[config.mk]
export PLATFORM = sky130hd
export DESIGN_NAME = dl_sweep_ctrl
export DESIGN_NICKNAME = d
export VERILOG_FILES = /design/src/rtl/dl_pkg.sv /design/src/rtl/dl_sweep_stats.sv /design/src/rtl/dl_sweep_ctrl.sv
export SDC_FILE = /design/constraint.sdc
export NUM_CORES = 1
export LEC_CHECK = 0
export CORE_MARGIN = 2
export CORE_UTILIZATION = 40
export DETAILED_ROUTE_END_ITERATION = 7
export HOLD_SLACK_MARGIN = 0.02
export SLEW_MARGIN = 20
export SYNTH_ARGS = -nofsm -noshare
export SYNTH_HDL_FRONTEND = slang
export SYNTH_HIERARCHICAL = 1
export SYNTH_SLANG_ARGS = --single-unit
export TNS_END_PERCENT = 30
[constraint.sdc]
create_clock -name i_clk -period 5.7 [get_ports i_clk]
set_input_delay 1.14 -clock i_clk [delete_from_list [all_inputs] [get_ports i_clk]]
set_output_delay 1.14 -clock i_clk [all_outputs]
set_load 0.02 [all_outputs]
[src/rtl/dl_pkg.sv]
// Shared definitions for the delay-line sweep controller.
//   sweep_state_t : sequencer states
//   c_frame_hdr   : first byte of every result frame
//   c_frame_len   : number of bytes in a result frame
//   c_cmd_n_msb   : top bit of the burst exponent field in the command byte
package dl_pkg;

    typedef enum logic [2:0] {
        S_IDLE,
        S_LAUNCH,
        S_WAIT,
        S_GAP,
        S_REPORT
    } sweep_state_t;

    localparam logic [7:0] c_frame_hdr = 8'hA5;
    localparam int         c_frame_len = 8;
    localparam int         c_cmd_n_msb = 3;

endpackage

[src/rtl/dl_sweep_stats.sv]
// Capture statistics accumulator: running min / max / sum of hit taps and a
// saturating miss count, plus the burst mean (sum >> N).
//   i_clk, i_nrst : clock, async active-low reset
//   i_init        : clear statistics for a new burst
//   i_rec         : record one sample this cycle
//   i_hit, i_tap  : sample qualifier and tap index (miss when i_hit=0)
//   i_n           : burst exponent used for the mean shift
//   o_min, o_max  : tap extremes, zero-extended to 16 bits
//   o_mean        : truncated mean, misses counted as zero
//   o_miss        : miss count, saturating at 255
module dl_sweep_stats
    import dl_pkg::*;
#(
    parameter int p_tap_width = 12,
    parameter int p_max_log2  = 8
) (
    input  logic                   i_clk,
    input  logic                   i_nrst,
    input  logic                   i_init,
    input  logic                   i_rec,
    input  logic                   i_hit,
    input  logic [p_tap_width-1:0] i_tap,
    input  logic [3:0]             i_n,
    output logic [15:0]            o_min,
    output logic [15:0]            o_max,
    output logic [15:0]            o_mean,
    output logic [7:0]             o_miss
);

    // Wide enough for 2^p_max_log2 full-scale taps, so no overflow check.
    localparam int c_sum_w = p_tap_width + p_max_log2;

    logic [15:0]        r_min;
    logic [15:0]        r_max;
    logic [c_sum_w-1:0] r_sum;
    logic [7:0]         r_miss;
    logic [15:0]        w_tap16;

    assign w_tap16 = 16'(i_tap);

    always_ff @(posedge i_clk or negedge i_nrst) begin
        if (!i_nrst) begin
            r_min  <= 16'hFFFF;
            r_max  <= 16'h0000;
            r_sum  <= '0;
            r_miss <= 8'h00;
        end else if (i_init) begin
            r_min  <= 16'hFFFF;
            r_max  <= 16'h0000;
            r_sum  <= '0;
            r_miss <= 8'h00;
        end else if (i_rec) begin
            if (i_hit) begin
                if (w_tap16 < r_min) r_min <= w_tap16;
                if (w_tap16 > r_max) r_max <= w_tap16;
                r_sum <= r_sum + c_sum_w'(i_tap);
            end else if (r_miss != 8'hFF) begin
                r_miss <= r_miss + 8'd1;
            end
        end
    end

    assign o_min  = r_min;
    assign o_max  = r_max;
    // sum >> N never exceeds the largest tap, so 16 bits always hold it.
    assign o_mean = 16'(r_sum >> i_n);
    assign o_miss = r_miss;

endmodule

[src/rtl/dl_sweep_ctrl.sv]
// Delay-line sweep sequencer. A command byte starts a burst of 2^N
// launch/capture cycles; each capture (or timeout) is folded into the stats
// block, then an 8-byte result frame is streamed out on the TX byte interface.
//   i_clk, i_nrst          : clock, async active-low reset
//   i_cmd_valid/i_cmd_data : command strobe and byte, [3:0] = requested N
//   o_busy                 : high whenever the sequencer is not idle
//   o_cap_start            : one-cycle launch pulse
//   i_cap_done/hit/tap     : capture result from the delay-line datapath
//   o_tx_valid/o_tx_data   : result byte stream
//   i_tx_ready             : byte accepted when valid & ready
module dl_sweep_ctrl
    import dl_pkg::*;
#(
    parameter int p_tap_width = 12,
    parameter int p_max_log2  = 8,
    parameter int p_timeout   = 8192,
    parameter int p_gap       = 16
) (
    input  logic                   i_clk,
    input  logic                   i_nrst,
    input  logic                   i_cmd_valid,
    input  logic [7:0]             i_cmd_data,
    output logic                   o_busy,
    output logic                   o_cap_start,
    input  logic                   i_cap_done,
    input  logic                   i_cap_hit,
    input  logic [p_tap_width-1:0] i_cap_tap,
    output logic                   o_tx_valid,
    output logic [7:0]             o_tx_data,
    input  logic                   i_tx_ready
);

    // One counter serves both the WAIT timeout and the GAP length.
    localparam int c_tw = $clog2((p_timeout > p_gap ? p_timeout : p_gap) + 1) + 1;
    localparam logic [c_tw-1:0] c_tmo_last = c_tw'(p_timeout - 1);
    localparam logic [c_tw-1:0] c_gap_last = c_tw'(p_gap - 1);
    localparam int c_cw = p_max_log2 + 1;

    sweep_state_t    r_state;
    sweep_state_t    w_next;
    logic [c_tw-1:0] r_tmo;
    logic [c_cw-1:0] r_cnt;
    logic [c_cw-1:0] w_last_idx;
    logic [3:0]      r_n;
    logic [3:0]      w_cmd_n;
    logic [2:0]      r_byte;
    logic            w_accept;
    logic            w_tmo_hit;
    logic            w_rec;
    logic            w_rec_hit;
    logic            w_last;
    logic [15:0]     w_min;
    logic [15:0]     w_max;
    logic [15:0]     w_mean;
    logic [7:0]      w_miss;
    logic [7-c_cmd_n_msb-1:0] w_unused_cmd;

    assign w_unused_cmd = i_cmd_data[7:c_cmd_n_msb+1];

    assign w_cmd_n = (int'(i_cmd_data[c_cmd_n_msb:0]) > p_max_log2) ?
                     4'(p_max_log2) : 4'(i_cmd_data[c_cmd_n_msb:0]);

    assign w_accept   = (r_state == S_IDLE) && i_cmd_valid;
    assign w_tmo_hit  = (r_tmo == c_tmo_last);
    // A done in the timeout cycle still counts as a real capture.
    assign w_rec      = (r_state == S_WAIT) && (i_cap_done || w_tmo_hit);
    assign w_rec_hit  = i_cap_done && i_cap_hit;
    assign w_last_idx = (c_cw'(1) << r_n) - c_cw'(1);
    assign w_last     = (r_cnt == w_last_idx);

    // State register
    always_ff @(posedge i_clk or negedge i_nrst) begin
        if (!i_nrst) r_state <= S_IDLE;
        else         r_state <= w_next;
    end

    // Next-state logic
    always_comb begin
        w_next = r_state;
        case (r_state)
            S_IDLE:   if (i_cmd_valid) w_next = S_LAUNCH;
            S_LAUNCH: w_next = S_WAIT;
            S_WAIT: begin
                if (w_rec) begin
                    if (w_last)          w_next = S_REPORT;
                    else if (p_gap == 0) w_next = S_LAUNCH;
                    else                 w_next = S_GAP;
                end
            end
            S_GAP:    if (r_tmo == c_gap_last) w_next = S_LAUNCH;
            S_REPORT: if (i_tx_ready && (r_byte == 3'(c_frame_len - 1))) w_next = S_IDLE;
            default:  w_next = S_IDLE;
        endcase
    end

    // Outputs. Frame bytes are a pure mux of the byte index and the frozen
    // stats, so the data holds steady while the receiver stalls.
    always_comb begin
        o_busy      = (r_state != S_IDLE);
        o_cap_start = (r_state == S_LAUNCH);
        o_tx_valid  = (r_state == S_REPORT);
        o_tx_data   = 8'h00;
        if (r_state == S_REPORT) begin
            case (r_byte)
                3'd0:    o_tx_data = c_frame_hdr;
                3'd1:    o_tx_data = w_min[15:8];
                3'd2:    o_tx_data = w_min[7:0];
                3'd3:    o_tx_data = w_max[15:8];
                3'd4:    o_tx_data = w_max[7:0];
                3'd5:    o_tx_data = w_mean[15:8];
                3'd6:    o_tx_data = w_mean[7:0];
                default: o_tx_data = w_miss;
            endcase
        end
    end

    // Counters: timeout/gap restarts on every state change; sample count and
    // burst exponent are latched on command accept.
    always_ff @(posedge i_clk or negedge i_nrst) begin
        if (!i_nrst) begin
            r_tmo  <= '0;
            r_cnt  <= '0;
            r_n    <= 4'd0;
            r_byte <= 3'd0;
        end else begin
            if ((r_state == S_WAIT || r_state == S_GAP) && (w_next == r_state))
                r_tmo <= r_tmo + c_tw'(1);
            else
                r_tmo <= '0;

            if (w_accept) begin
                r_n   <= w_cmd_n;
                r_cnt <= '0;
            end else if (w_rec) begin
                r_cnt <= r_cnt + c_cw'(1);
            end

            if (r_state != S_REPORT) r_byte <= 3'd0;
            else if (i_tx_ready)     r_byte <= r_byte + 3'd1;
        end
    end

    dl_sweep_stats #(
        .p_tap_width (p_tap_width),
        .p_max_log2  (p_max_log2)
    ) u_stats (
        .i_clk  (i_clk),
        .i_nrst (i_nrst),
        .i_init (w_accept),
        .i_rec  (w_rec),
        .i_hit  (w_rec_hit),
        .i_tap  (i_cap_tap),
        .i_n    (r_n),
        .o_min  (w_min),
        .o_max  (w_max),
        .o_mean (w_mean),
        .o_miss (w_miss)
    );

endmodule
Word level (Yosys, flattened, before mapping):

Index checks and enable logic that the tools add are counted.
Widths: inputs -> output; s select.

* register bits: 94

* add/sub/neg operators: 6
* order comparisons: 3
* eq/ne operators: 18
* shift-type cells: 2
* muxes and demuxes: 29
* reductions and logical operators: 20

Operator list (number)
* $mux 16: 8
* $mux 20: 3
* $pmux 8 s7: 1
* $mux 8: 5
* $mux 3: 7
* $add 20x12->20: 1
* $shr 20x4->16: 1
* $mux 9: 2
* $gt 12x16->1: 1
* $lt 12x16->1: 1
* $add 15x1->15 const B: 1
* $eq 15x13->1 const B: 1
* $eq 15x4->1 const B: 1
* $eq 3x3->1 const B: 5
* $mux 15: 1
* $pmux 3 s5: 1
* $eq 3x2->1 const B: 4
* $reduce_bool 2->1: 6
* $add 9x1->9 const B: 1
* $eq 9x9->1: 1
* $reduce_and 3->1: 3
* $shl 1x4->9 const A: 1
* $sub 9x2->9 const B: 1
* $add 8x1->8 const B: 1
* 13 further kinds: 20

Depth between registers and ports, before layout:

Gate-level depths: netlist of run 1.

* word-level depth: 9
* mapped depth: 11
* depth with buffers taken out: 9

Modules after synthesis:

The synthesis of run 1 kept the hierarchy.

Modules (own cells, without submodules)
* dl_sweep_stats: times used 1, cells each 498, area each 4534.3 um^2, seq. area each 1342.5 um^2
* dl_sweep_ctrl: times used 1, cells each 283, area each 2496.1 um^2, seq. area each 850.8 um^2

Worst setup path before layout of run 1:

No wires, ideal clock.

* path kind: flip-flop to output port
* start point: register r_byte[2]
* end point: output port o_tx_data[0]
* arrival time: 2.487 ns
* data required time: 4.560 ns
* setup slack: 2.073 ns
* stages on the path, launching flop included: 9
* path through: dfrtp_1 clkbuf_1 clkbuf_1 inv_1 ha_1 clkbuf_1 nor4_2 nand2_1 a41oi_1

* longest elaborated chain between the ends: 3
* elaborated cells on any way between the ends: 9
* those cells by class: 6 x eq/ne; 2 x mux; 1 x reduce/logical

Ends and longest elaborated chain
* from (decl): RTL line dl_sweep_ctrl.sv:46 `logic [2:0] r_byte;`
* from (signal assigned): RTL line dl_sweep_ctrl.sv:139 `else if (i_tx_ready) r_byte <= r_byte + 3'd1;`
* $eq 3x3->1, or another cell as far along: RTL line dl_sweep_ctrl.sv:104 `case (r_byte)`
* $pmux 8 s7 *: RTL line dl_sweep_ctrl.sv:104
* $mux 8 *: RTL line dl_sweep_ctrl.sv:103 `if (r_state == S_REPORT) begin`
* to (decl): RTL line dl_sweep_ctrl.sv:29 `output logic [7:0] o_tx_data,`

Every way passes the cells marked *; elsewhere a longest branch is shown, timed or not.

Worst setup path after layout of run 1:

* start point: register r_n[1]
* end point: output port o_tx_data[6]

* longest elaborated chain between the ends: 3

Ends and longest elaborated chain
* from (decl): RTL line dl_sweep_ctrl.sv:44 `logic [3:0] r_n;`
* from (signal assigned): RTL line dl_sweep_ctrl.sv:132 `r_n <= w_cmd_n;`
* $shr 20x4->16: RTL line dl_sweep_stats.sv:66 `assign o_mean = 16'(r_sum >> i_n);`
* named net w_mean[6]: RTL line dl_sweep_ctrl.sv:54 `logic [15:0] w_mean;`
* $pmux 8 s7: RTL line dl_sweep_ctrl.sv:104
* $mux 8: RTL line dl_sweep_ctrl.sv:103

The timed path passes the listed nets, and every way through them passes these cells.

==> results of run 1 <==
kinds of logic after synthesis:
logic type               share of synthesized area, %
AND/OR/NAND/NOR                                  21.2
AO/OA/AOI/OAI                                    16.9
flip-flops                                       31.2
buffers and inverters                            5.77
multiplexers                                     12.2
adder cells (fa/ha/maj)                          8.29
XOR/XNOR                                         4.36
other                                          0.0533
cell usage after synthesis, drive strengths merged, types with 4 or more instances:
master	number	area share (%)
nand3b	8	0.85
nor2	91	4.9
a31oi	5	0.66
a21o	10	1.1
nand2b	27	2.4
buf	24	2.5
ha	45	8.0
xnor2	17	2.1
o21ai	26	2.1
dfstp	13	4.9
nand3	19	1.4
clkbuf	26	1.4
mux2	19	3.0
a41oi	4	0.50
o211ai	10	1.1
dfrtp	74	26
a211oi	19	2.5
xor2	18	2.2
and2	4	0.36
a221oi	4	0.59
a21oi	45	3.2
nor3	10	0.71
a22oi	5	0.53
nor2b	14	1.2
o21a	6	0.66
mux2i	44	6.3
mux4	9	2.9
nand4	15	2.0
inv	34	1.8
nor4	5	0.62
and3	14	1.2
nand2	68	3.6
layout by cell type (no fill, tap or decap), types with 10 or more instances in the layout:
cell type         n
o21ai_0          16
a21o_1           10
dfrtp_1          74
clkdlybuf4s50_1  31
a211oi_1         14
a21oi_1          45
nor2b_1          14
nor3_1           10
nand2b_1         27
buf_4            10
xor2_1           18
and3_1           14
nand4_1          12
mux2i_1          44
ha_1             45
dfstp_2          13
mux2_2           19
nor2_1           91
nand3_1          19
inv_1            33
nand2_1          68
xnor2_1          17
through the flow:
| step | cells | cell area (sq um) |
|---|---|---|
| after global placement | 1000 | 7430 |
| after floorplan | 784 | 7040 |
| final | 1016 | 7760 |
| after detailed placement | 1000 | 7430 |
| after global routing | 1016 | 7760 |
| after CTS | 1016 | 7760 |
layer usage:
layer	part of all wire (%)	vias to the layer above
met4	1.1	0
met3	2.9	13
met5	0	-
li1	-	2805
met2	45	67
met1	51	2674
power groups by stage:
stage / combinational (W) / clock (W) / sequential, W
after global placement: 0.00140 / 0 / 0.00106
final: 0.00143 / 0.000671 / 0.00106
after floorplan: 0.00123 / 0 / 0.000943
after global routing: 0.00161 / 0.000718 / 0.00109
after detailed placement: 0.00142 / 0 / 0.00107
after CTS: 0.00143 / 0.000696 / 0.00106
final cells by class:
cell class | count | area share, %
multi-input combinational | 612 | 57.2
sequential | 87 | 28.3
timing repair buffer | 41 | 4.97
tap | 225 | 3.63
clock buffer | 10 | 2.95
inverter | 35 | 1.69
clock inverter | 6 | 1.26
state kept, by name, summed over array words and instances, names as in the netlist, 4 cells and up:
name,count
r_cnt,9
r_n,4
r_tmo,15
u_stats/o_max,12
u_stats/o_min,13
u_stats/o_miss,8
u_stats/r_sum,20
worst max-delay path, cell delays in order (launching register included):
cell and delay, ns:
dfrtp_1 0.97, mux2_2 0.43, mux2i_1 0.20, nor2_1 0.07, a211oi_1 0.31, a21oi_1 0.08
a222oi_1 0.36, a21oi_1 0.13, a221oi_1 0.28, nor2_1 0.07, clkdlybuf4s50_1 0.55
final timing paths:
check,startpoint,end
worst max-delay path,r_n[1]$_DFFE_PN0P_,o_tx_data[6]
worst min-delay path,r_tmo[0]$_DFF_PN0_,r_tmo[0]$_DFF_PN0_
worst max register to register,r_tmo[0]$_DFF_PN0_,u_stats/o_min[11]$_DFFE_PN1P_
worst min register to register,r_tmo[0]$_DFF_PN0_,r_tmo[0]$_DFF_PN0_
max in group asynchronous,i_nrst,u_stats/o_miss[6]$_DFFE_PN0P_
min in group asynchronous,i_nrst,u_stats/r_sum[13]$_DFFE_PN0P_
==> impl_metrics.env, run 1 <==
export IMPL_area_delta_synth_final_pct=10.4
export IMPL_synth_warnings=6
export IMPL_syn_avg_cell_area_sq_um=9.00
export IMPL_via_per_inst=5.47
export IMPL_relSlewSlack_pct=36.6
export IMPL_seq_area_frac_synth_pct=31.2
export IMPL_syn_area_sq_mm=0.00703
export IMPL_power_frac_clock_pct=21.3
export IMPL_cts_resized_gates=0
export IMPL_ant_nets=0
export IMPL_total_power_w=0.00316
export IMPL_grt_max_degree=69
export IMPL_drive_above_1_share_pct=11.4
export IMPL_cts_tree="built"
export IMPL_dp_slack_ns=1.14
export IMPL_ys_seq_elements=87
export IMPL_top_usage_layer="met2"
export IMPL_outcome="finished, final reports clean"
export IMPL_dr_pass1_iters=4
export IMPL_root_buffer="clkbuf_16"
export IMPL_grt_pass1_vias=5272
export IMPL_worstSetupEndpointType="output pin"
export IMPL_finClkSkew_ns=0.00744
export IMPL_vias=5559
export IMPL_powerDensity_mw_per_mm2=407
export IMPL_drc=0
export IMPL_finalWorstSetupSlack_ns=0.747
export IMPL_gp_congestion=0.813
export IMPL_grt_pass1_wl_um=27700
export IMPL_first_iter_violations=432
export IMPL_combPwrFrac_pct=45.2
export IMPL_clock_fmax_mhz=202
export IMPL_layout_nets=858
export IMPL_met3_usage_pct=3.07
export IMPL_wl_per_cell_um=16.4
export IMPL_slew_viol_final=0
export IMPL_ctsHtreeMaxLevel=3
export IMPL_met2_usage_pct=30.0
export IMPL_p_int_w=0.00184
export IMPL_p_seq_share_pct=33.6
export IMPL_post_route_period_util_pct=86.9
export IMPL_cts_num_sinks=87
export IMPL_synth_main_ff_cell="dfrtp_1"
export IMPL_start_util_pct=40.8
export IMPL_die_x_um=137
export IMPL_rsz0062_at_grt="false"
export IMPL_crit_type="reg -> out"
export IMPL_post_route_util_pct=45.0
export IMPL_core_sq_mm=0.0172
export IMPL_p_sw_share_pct=41.6
export IMPL_multi_input_area_sq_mm=0.00444
export IMPL_num_antenna_cells=0
export IMPL_switchingPower_w=0.00131
export IMPL_cap_violations=0
export IMPL_fill_cells=1696
export IMPL_synthArstFlopShare_pct=100
export IMPL_port_buffers=32
export IMPL_hpwlAfterDp_um=12000
export IMPL_hold_ws_ns=0.458
export IMPL_cts_buffers=9
export IMPL_r2r_cells=7
export IMPL_crit_fanout=24
export IMPL_min_path_cells=1
export IMPL_clk_latency_ns=0.35
export IMPL_synth_cell_type_count=78
export IMPL_synth_edf_count=0
export IMPL_clockBufferDepth=2
export IMPL_postRouteWirelength_um=16700
export IMPL_grt_usage_pct=19.0
export IMPL_die_y_um=137
export IMPL_period_minus_slack_ns=4.95
export IMPL_io_pins=37
export IMPL_critPathArrivalTime_ns=3.81
export IMPL_seqCellArea_sq_mm=0.00219
export IMPL_startpoint_type="flop"
export IMPL_r2r_setup_slack_ns=2.48
export IMPL_dieArea_sq_mm=0.0187
export IMPL_setup_violations=0
export IMPL_rows=48
export IMPL_synth_cells=781
export IMPL_cts_setup_buffers=0
export IMPL_antenna_found_initial=0
export IMPL_min_path_type="reg -> reg"
export IMPL_ir_worst_vdd_v=0.000178
export IMPL_clk_pin_slew_ns=0.07
export IMPL_globalRouteOverflowTotal=0
export IMPL_tightest_slew_ns=0.951
export IMPL_setup_tns_ns=0
export IMPL_power_leakage_nw=3.31
export IMPL_cp_required_ns=4.56
export IMPL_hold_viol=0
export IMPL_met1_usage_pct=27.1
export IMPL_ctsHoldBuffers=0
Note: power is estimated with default switching activity, not from simulation.
==> run 2, diff against run 1 <==
--- a/config.mk
+++ b/config.mk
@@ -5,6 +5,8 @@
 export SDC_FILE = /design/constraint.sdc
 export NUM_CORES = 1
 export LEC_CHECK = 0
+export ABC_AREA = 1
+export CAP_MARGIN = 0
 export CORE_MARGIN = 2
 export CORE_UTILIZATION = 40
 export DETAILED_ROUTE_END_ITERATION = 7
==> impl_metrics.env, run 2 <==
export IMPL_dr_pass1_iters=5
export IMPL_relSlewSlack_pct=30.3
export IMPL_wl_per_cell_um=14.5
export IMPL_core_sq_mm=0.0174
export IMPL_antenna_found_initial=0
export IMPL_drive_above_1_share_pct=9.68
export IMPL_cts_tree="built"
export IMPL_hpwlAfterDp_um=14100
export IMPL_r2r_start="r_state[1]$_DFF_PN0_"
export IMPL_crit_fanout=33
export IMPL_min_path_type="reg -> reg"
export IMPL_rsz0062_at_grt="false"
export IMPL_die_x_um=138
export IMPL_grt_usage_pct=21.2
export IMPL_ant_nets=0
export IMPL_top_register="u_stats/r_sum"
export IMPL_gp_congestion=0.861
export IMPL_synth_cells=1047
export IMPL_cts_buffers=9
export IMPL_postRouteWirelength_um=18700
export IMPL_ys_top_cells_by_area="dfrtp_1 (26%), nand2_1 (16%), ha_1 (7.8%)"
export IMPL_final_cell_mix="nand2_1 (306), inv_1 (114), nand3_1 (96)"
export IMPL_cp_required_ns=4.56
export IMPL_die_y_um=138
export IMPL_grt_max_degree=53
export IMPL_start_util_pct=41.2
export IMPL_synth_warnings=6
export IMPL_first_iter_violations=488
export IMPL_min_path_cells=1
export IMPL_ir_worst_vdd_v=0.000225
export IMPL_synthArstFlopShare_pct=100
export IMPL_critPathArrivalTime_ns=3.53
export IMPL_drc=0
export IMPL_synth_main_ff_cell="dfrtp_1"
export IMPL_rows=48
export IMPL_worstSetupEndpointType="output pin"
export IMPL_combPwrFrac_pct=49.0
export IMPL_synth_top_area_cell="dfrtp_1"
export IMPL_io_pins=37
export IMPL_power_leakage_nw=3.75
export IMPL_num_antenna_cells=0
export IMPL_ctsHtreeMaxLevel=3
export IMPL_clk_latency_ns=0.36
export IMPL_root_buffer="clkbuf_16"
export IMPL_area_delta_synth_final_pct=9.46
export IMPL_synth_cell_type_count=53
export IMPL_layout_nets=1131
export IMPL_hold_ws_ns=0.462
export IMPL_final_common_cell="nand2_1"
export IMPL_synth_top_cell_area_share_pct=25.8
export IMPL_clk_pin_slew_ns=0.07
export IMPL_hold_viol=0
export IMPL_cts_resized_gates=0
export IMPL_grt_pass1_vias=6239
export IMPL_crit_type="reg -> out"
export IMPL_power_frac_clock_pct=17.8
export IMPL_grt_pass1_wl_um=31500
export IMPL_seq_area_frac_synth_pct=30.5
export IMPL_slew_viol_final=0
export IMPL_p_int_w=0.00168
export IMPL_setup_tns_ns=0
export IMPL_syn_area_sq_mm=0.00718
export IMPL_p_seq_share_pct=33.2
export IMPL_r2r_cells=9
export IMPL_clockBufferDepth=2
export IMPL_startpoint_type="flop"
export IMPL_globalRouteOverflowTotal=0
export IMPL_syn_avg_cell_area_sq_um=6.86
export IMPL_setup_violations=0
export IMPL_period_minus_slack_ns=4.67
export IMPL_r2r_setup_slack_ns=2.68
export IMPL_powerDensity_mw_per_mm2=414
export IMPL_clock_fmax_mhz=214
export IMPL_hp_start="r_tmo[0]$_DFF_PN0_"
export IMPL_post_route_period_util_pct=81.9
export IMPL_via_per_inst=5.18
export IMPL_largest_register_ff_count=20
export IMPL_cts_setup_buffers=0
export IMPL_ctsHoldBuffers=0
export IMPL_p_sw_share_pct=48.4
export IMPL_vias=6677
export IMPL_cap_violations=0
export IMPL_synth_edf_count=0
export IMPL_synth_most_common_cell="nand2_1"
export IMPL_finClkSkew_ns=0.00828
export IMPL_outcome="finished, final reports clean"
export IMPL_ys_top_cells_by_count="nand2_1 (306), inv_1 (114), nand3_1 (96)"
export IMPL_crit_path_start="r_n[0]$_DFFE_PN0P_"
export IMPL_switchingPower_w=0.00157
export IMPL_tightest_slew_ns=1.04
export IMPL_cts_num_sinks=87
export IMPL_port_buffers=32
export IMPL_dieArea_sq_mm=0.0190
export IMPL_ys_seq_elements=87
[run 2: cells by family after synthesis]
logic type | Yosys count | share of synthesized area (%)
other cells | 1 | 0.0522
xor+xnor | 13 | 1.59
flops | 87 | 30.5
fa+ha+maj | 46 | 8.12
compound gates | 166 | 14.0
buf+inv | 164 | 9.98
mux | 4 | 0.558
simple gates | 566 | 35.1
[run 2: final timing paths]
kind                                                 end
max in group asynchronous          r_byte[0]$_DFFE_PN0P_
min in group asynchronous           r_cnt[2]$_DFFE_PN0P_
min reg2reg                           r_tmo[0]$_DFF_PN0_
min                                   r_tmo[0]$_DFF_PN0_
max                                         o_tx_data[5]
max reg2reg                u_stats/o_miss[3]$_DFFE_PN0P_
[run 2: layout make-up]
cell class              count  area [sq um]
repair buffers             36           348
multi-input cells         799          4280
fillers                  1848          9560
inverters                 126           475
well taps                 225           282
clock inverters             7          55.1
clock buffers               9           225
flip-flops and latches     87          2190
[run 2: stage by stage]
stage          worst slack [ns]  cell area (sq um)  utilization (%)  total power, W  std cells
2_1_floorplan              2.61               7190                -         0.00234       1050
3_3_place_gp               1.47               7580             43.5         0.00265       1273
3_5_place_dp               1.45               7580             43.5         0.00267       1273
4_1_cts                    1.07               7860             45.1         0.00327       1289
5_1_grt                   0.665               7860             45.1         0.00358       1289
6_report                   1.03               7860             45.1         0.00325       1289
[run 2: layer usage]
metal / track usage, % / up-vias / wire length [um]
met3: 3.11 / 27 / 844
li1: - / 3453 / -
met5: 0 / - / 0
met4: 7.77 / 0 / 438
met2: 33.5 / 124 / 8360
met1: 29.3 / 3073 / 9030
[run 2: power by group through the flow]
stage / registers (W) / logic (W) / clock network, W
after floorplan: 0.000964 / 0.00137 / 0
after global placement: 0.00108 / 0.00157 / 0
after detailed placement: 0.00109 / 0.00159 / 0
after CTS: 0.00108 / 0.00160 / 0.000595
after global routing: 0.00111 / 0.00186 / 0.000617
final: 0.00108 / 0.00159 / 0.000578
[run 2: worst max-delay path, cell delays in order, from the launching register on]
cell and delay [ns]:
dfrtp_1 1.03, inv_4 0.18, nand2_1 0.11, nand2_1 0.07, nand2_1 0.06, o21ai_0 0.12
o21ai_0 0.27, o21ai_1 0.11, nand2_1 0.08, nand2_1 0.04, a221oi_1 0.29, a41oi_1 0.21
clkdlybuf4s50_1 0.58
==> run 3, diff against run 2 <==
==> constraint.sdc (replaced) <==
create_clock -name i_clk -period 4.8 [get_ports i_clk]
set_input_delay 0.96 -clock i_clk [delete_from_list [all_inputs] [get_ports i_clk]]
set_output_delay 0.96 -clock i_clk [all_outputs]
set_load 0.02 [all_outputs]
==> impl_metrics.env, run 3 (same netlist as run 2, synthesis figures left out) <==
export IMPL_critPathArrivalTime_ns=3.31
export IMPL_dieArea_sq_mm=0.0190
export IMPL_slowest_stage="dfrtp_1"
export IMPL_r2r_start="r_n[0]$_DFFE_PN0P_"
export IMPL_crit_buf_inv=2
export IMPL_cts_num_sinks=87
export IMPL_wl_per_cell_um=14.5
export IMPL_final_cell_mix="nand2_1 (306), inv_1 (114), nand3_1 (96)"
export IMPL_power_leakage_nw=3.78
export IMPL_antenna_found_initial=0
export IMPL_rows=48
export IMPL_met3_usage_pct=4.68
export IMPL_outcome="finished, final reports clean"
export IMPL_grt_max_degree=56
export IMPL_vias=6728
export IMPL_grt_pass1_vias=6229
export IMPL_top_usage_layer="met2"
export IMPL_largest_register_ff_count=20
export IMPL_root_buffer="clkbuf_16"
export IMPL_cp_endpoint="o_tx_data[1]"
export IMPL_cts_setup_buffers=0
export IMPL_die_x_um=138
export IMPL_ir_worst_vdd_v=0.000264
export IMPL_relSlewSlack_pct=43.3
export IMPL_stdcell_count=1293
export IMPL_ctsHtreeMaxLevel=3
export IMPL_grt_usage_pct=21.1
export IMPL_post_route_period_util_pct=88.9
export IMPL_cap_violations=0
export IMPL_layout_nets=1135
export IMPL_postRouteWirelength_um=18700
export IMPL_crit_path_start="r_n[0]$_DFFE_PN0P_"
export IMPL_cts_buffers=9
export IMPL_startpoint_type="flop"
export IMPL_worstSetupEndpointType="output pin"
export IMPL_hp_start="r_tmo[0]$_DFF_PN0_"
export IMPL_fill_cells=1827
export IMPL_clock_fmax_mhz=234
export IMPL_top_register="u_stats/r_sum"
export IMPL_cts_resized_gates=0
export IMPL_tightest_slew_ns=0.851
export IMPL_dr_pass1_iters=5
export IMPL_num_antenna_cells=0
export IMPL_met2_usage_pct=34.2
export IMPL_powerDensity_mw_per_mm2=495
export IMPL_rsz0062_at_grt="false"
export IMPL_cpPeakStageDelay_ns=0.90
export IMPL_setup_violations=0
export IMPL_ant_nets=0
export IMPL_drc=0
export IMPL_cp_top_family="compound AO/OA/AOI/OAI gates"
export IMPL_met1_usage_pct=27.9
export IMPL_crit_fanout=28
export IMPL_start_util_pct=41.2
export IMPL_crit_type="reg -> out"
export IMPL_r2r_end="r_tmo[0]$_DFF_PN0_"
export IMPL_clk_pin_slew_ns=0.07
export IMPL_min_path_type="reg -> reg"
export IMPL_clk_latency_ns=0.36
export IMPL_cp_required_ns=3.84
export IMPL_grt_pass1_wl_um=31300
export IMPL_r2r_setup_slack_ns=1.78
export IMPL_core_sq_mm=0.0174
export IMPL_via_per_inst=5.20
export IMPL_hpwlAfterDp_um=14100
export IMPL_worstPathCellList="inv_4 > nand2_1 > nand3_1 > o21ai_1 > mux2i_1 > o21a_1 > a221oi_1 > a41oi_1 > clkdlybuf4s50_1"
export IMPL_die_y_um=138
export IMPL_area_delta_synth_final_pct=10.0
export IMPL_io_pins=37
export IMPL_ctsHoldBuffers=0
export IMPL_cts_tree="built"
export IMPL_globalRouteOverflowTotal=0
export IMPL_slew_viol_final=0
export IMPL_hold_viol=0
export IMPL_clockBufferDepth=2
export IMPL_r2r_cells=17
export IMPL_place_inst=1277
export IMPL_period_minus_slack_ns=4.27
export IMPL_finClkSkew_ns=0.0122
export IMPL_gp_congestion=0.863
export IMPL_final_common_cell="nand2_1"
export IMPL_first_iter_violations=404
export IMPL_drive_above_1_share_pct=10.0
export IMPL_port_buffers=32
export IMPL_worstSetupPathDepth=9
export IMPL_setup_tns_ns=0
## run 3: cell count changes in the layout (fill, tap and decap cells not counted), sizes merged
cell | before | now
clkinvlp | 1 | 0
clkinv | 5 | 6
buf | 5 | 9
## run 3: routing by layer
metal  vias to the layer above  wire length [um]  part of all wire, %
met1                      3094              8840                   47
li1                       3471                 -                    -
met5                         -                 0                    0
met3                        27               927                  4.9
met2                       136              8610                   46
met4                         0               351                  1.9
## run 3: final cells by class
cell class              instances  area [sq um]  area share, %
multi-input cells             799          4280           54.2
flip-flops and latches         87          2190           27.8
inverters                     126           475           6.02
repair buffers                 40           378           4.78
well taps                     225           282           3.56
clock buffers                   9           225           2.85
clock inverters                 7          65.1          0.823
## run 3: how the worst min path moves through the flow
| stage | to | slack [ns] | depth (start not counted) |
|---|---|---|---|
| 2_1_floorplan | r_tmo[0]$_DFF_PN0_ | 0.43 | 1 |
| 3_3_place_gp | r_tmo[0]$_DFF_PN0_ | 0.46 | 1 |
| 3_5_place_dp | r_tmo[0]$_DFF_PN0_ | 0.45 | 1 |
| 4_1_cts | r_tmo[0]$_DFF_PN0_ | 0.47 | 1 |
| 5_1_grt | r_tmo[0]$_DFF_PN0_ | 0.51 | 1 |
| 6_report | r_tmo[0]$_DFF_PN0_ | 0.47 | 1 |
## run 3: through the flow
stage                     setup slack [ns]  area [sq um]  power (W)  hold slack [ns]  utilization (%)
after floorplan                       1.89          7190    0.00278            0.431                -
after global placement               0.914          7610    0.00318            0.459             43.7
after detailed placement             0.895          7610    0.00320            0.452             43.7
after CTS                            0.507          7900    0.00392            0.471             45.4
after global routing                 0.137          7900    0.00429            0.513             45.4
final                                0.532          7900    0.00391            0.468             45.4
## run 3: report_power, final
part           internal, W  switching [W]  leakage [nW]  total [W]
registers         0.000976       0.000284          1.14    0.00126
clock network     0.000363       0.000343         0.144   0.000705
logic             0.000673        0.00127          2.49    0.00194
total              0.00201        0.00190          3.78    0.00391
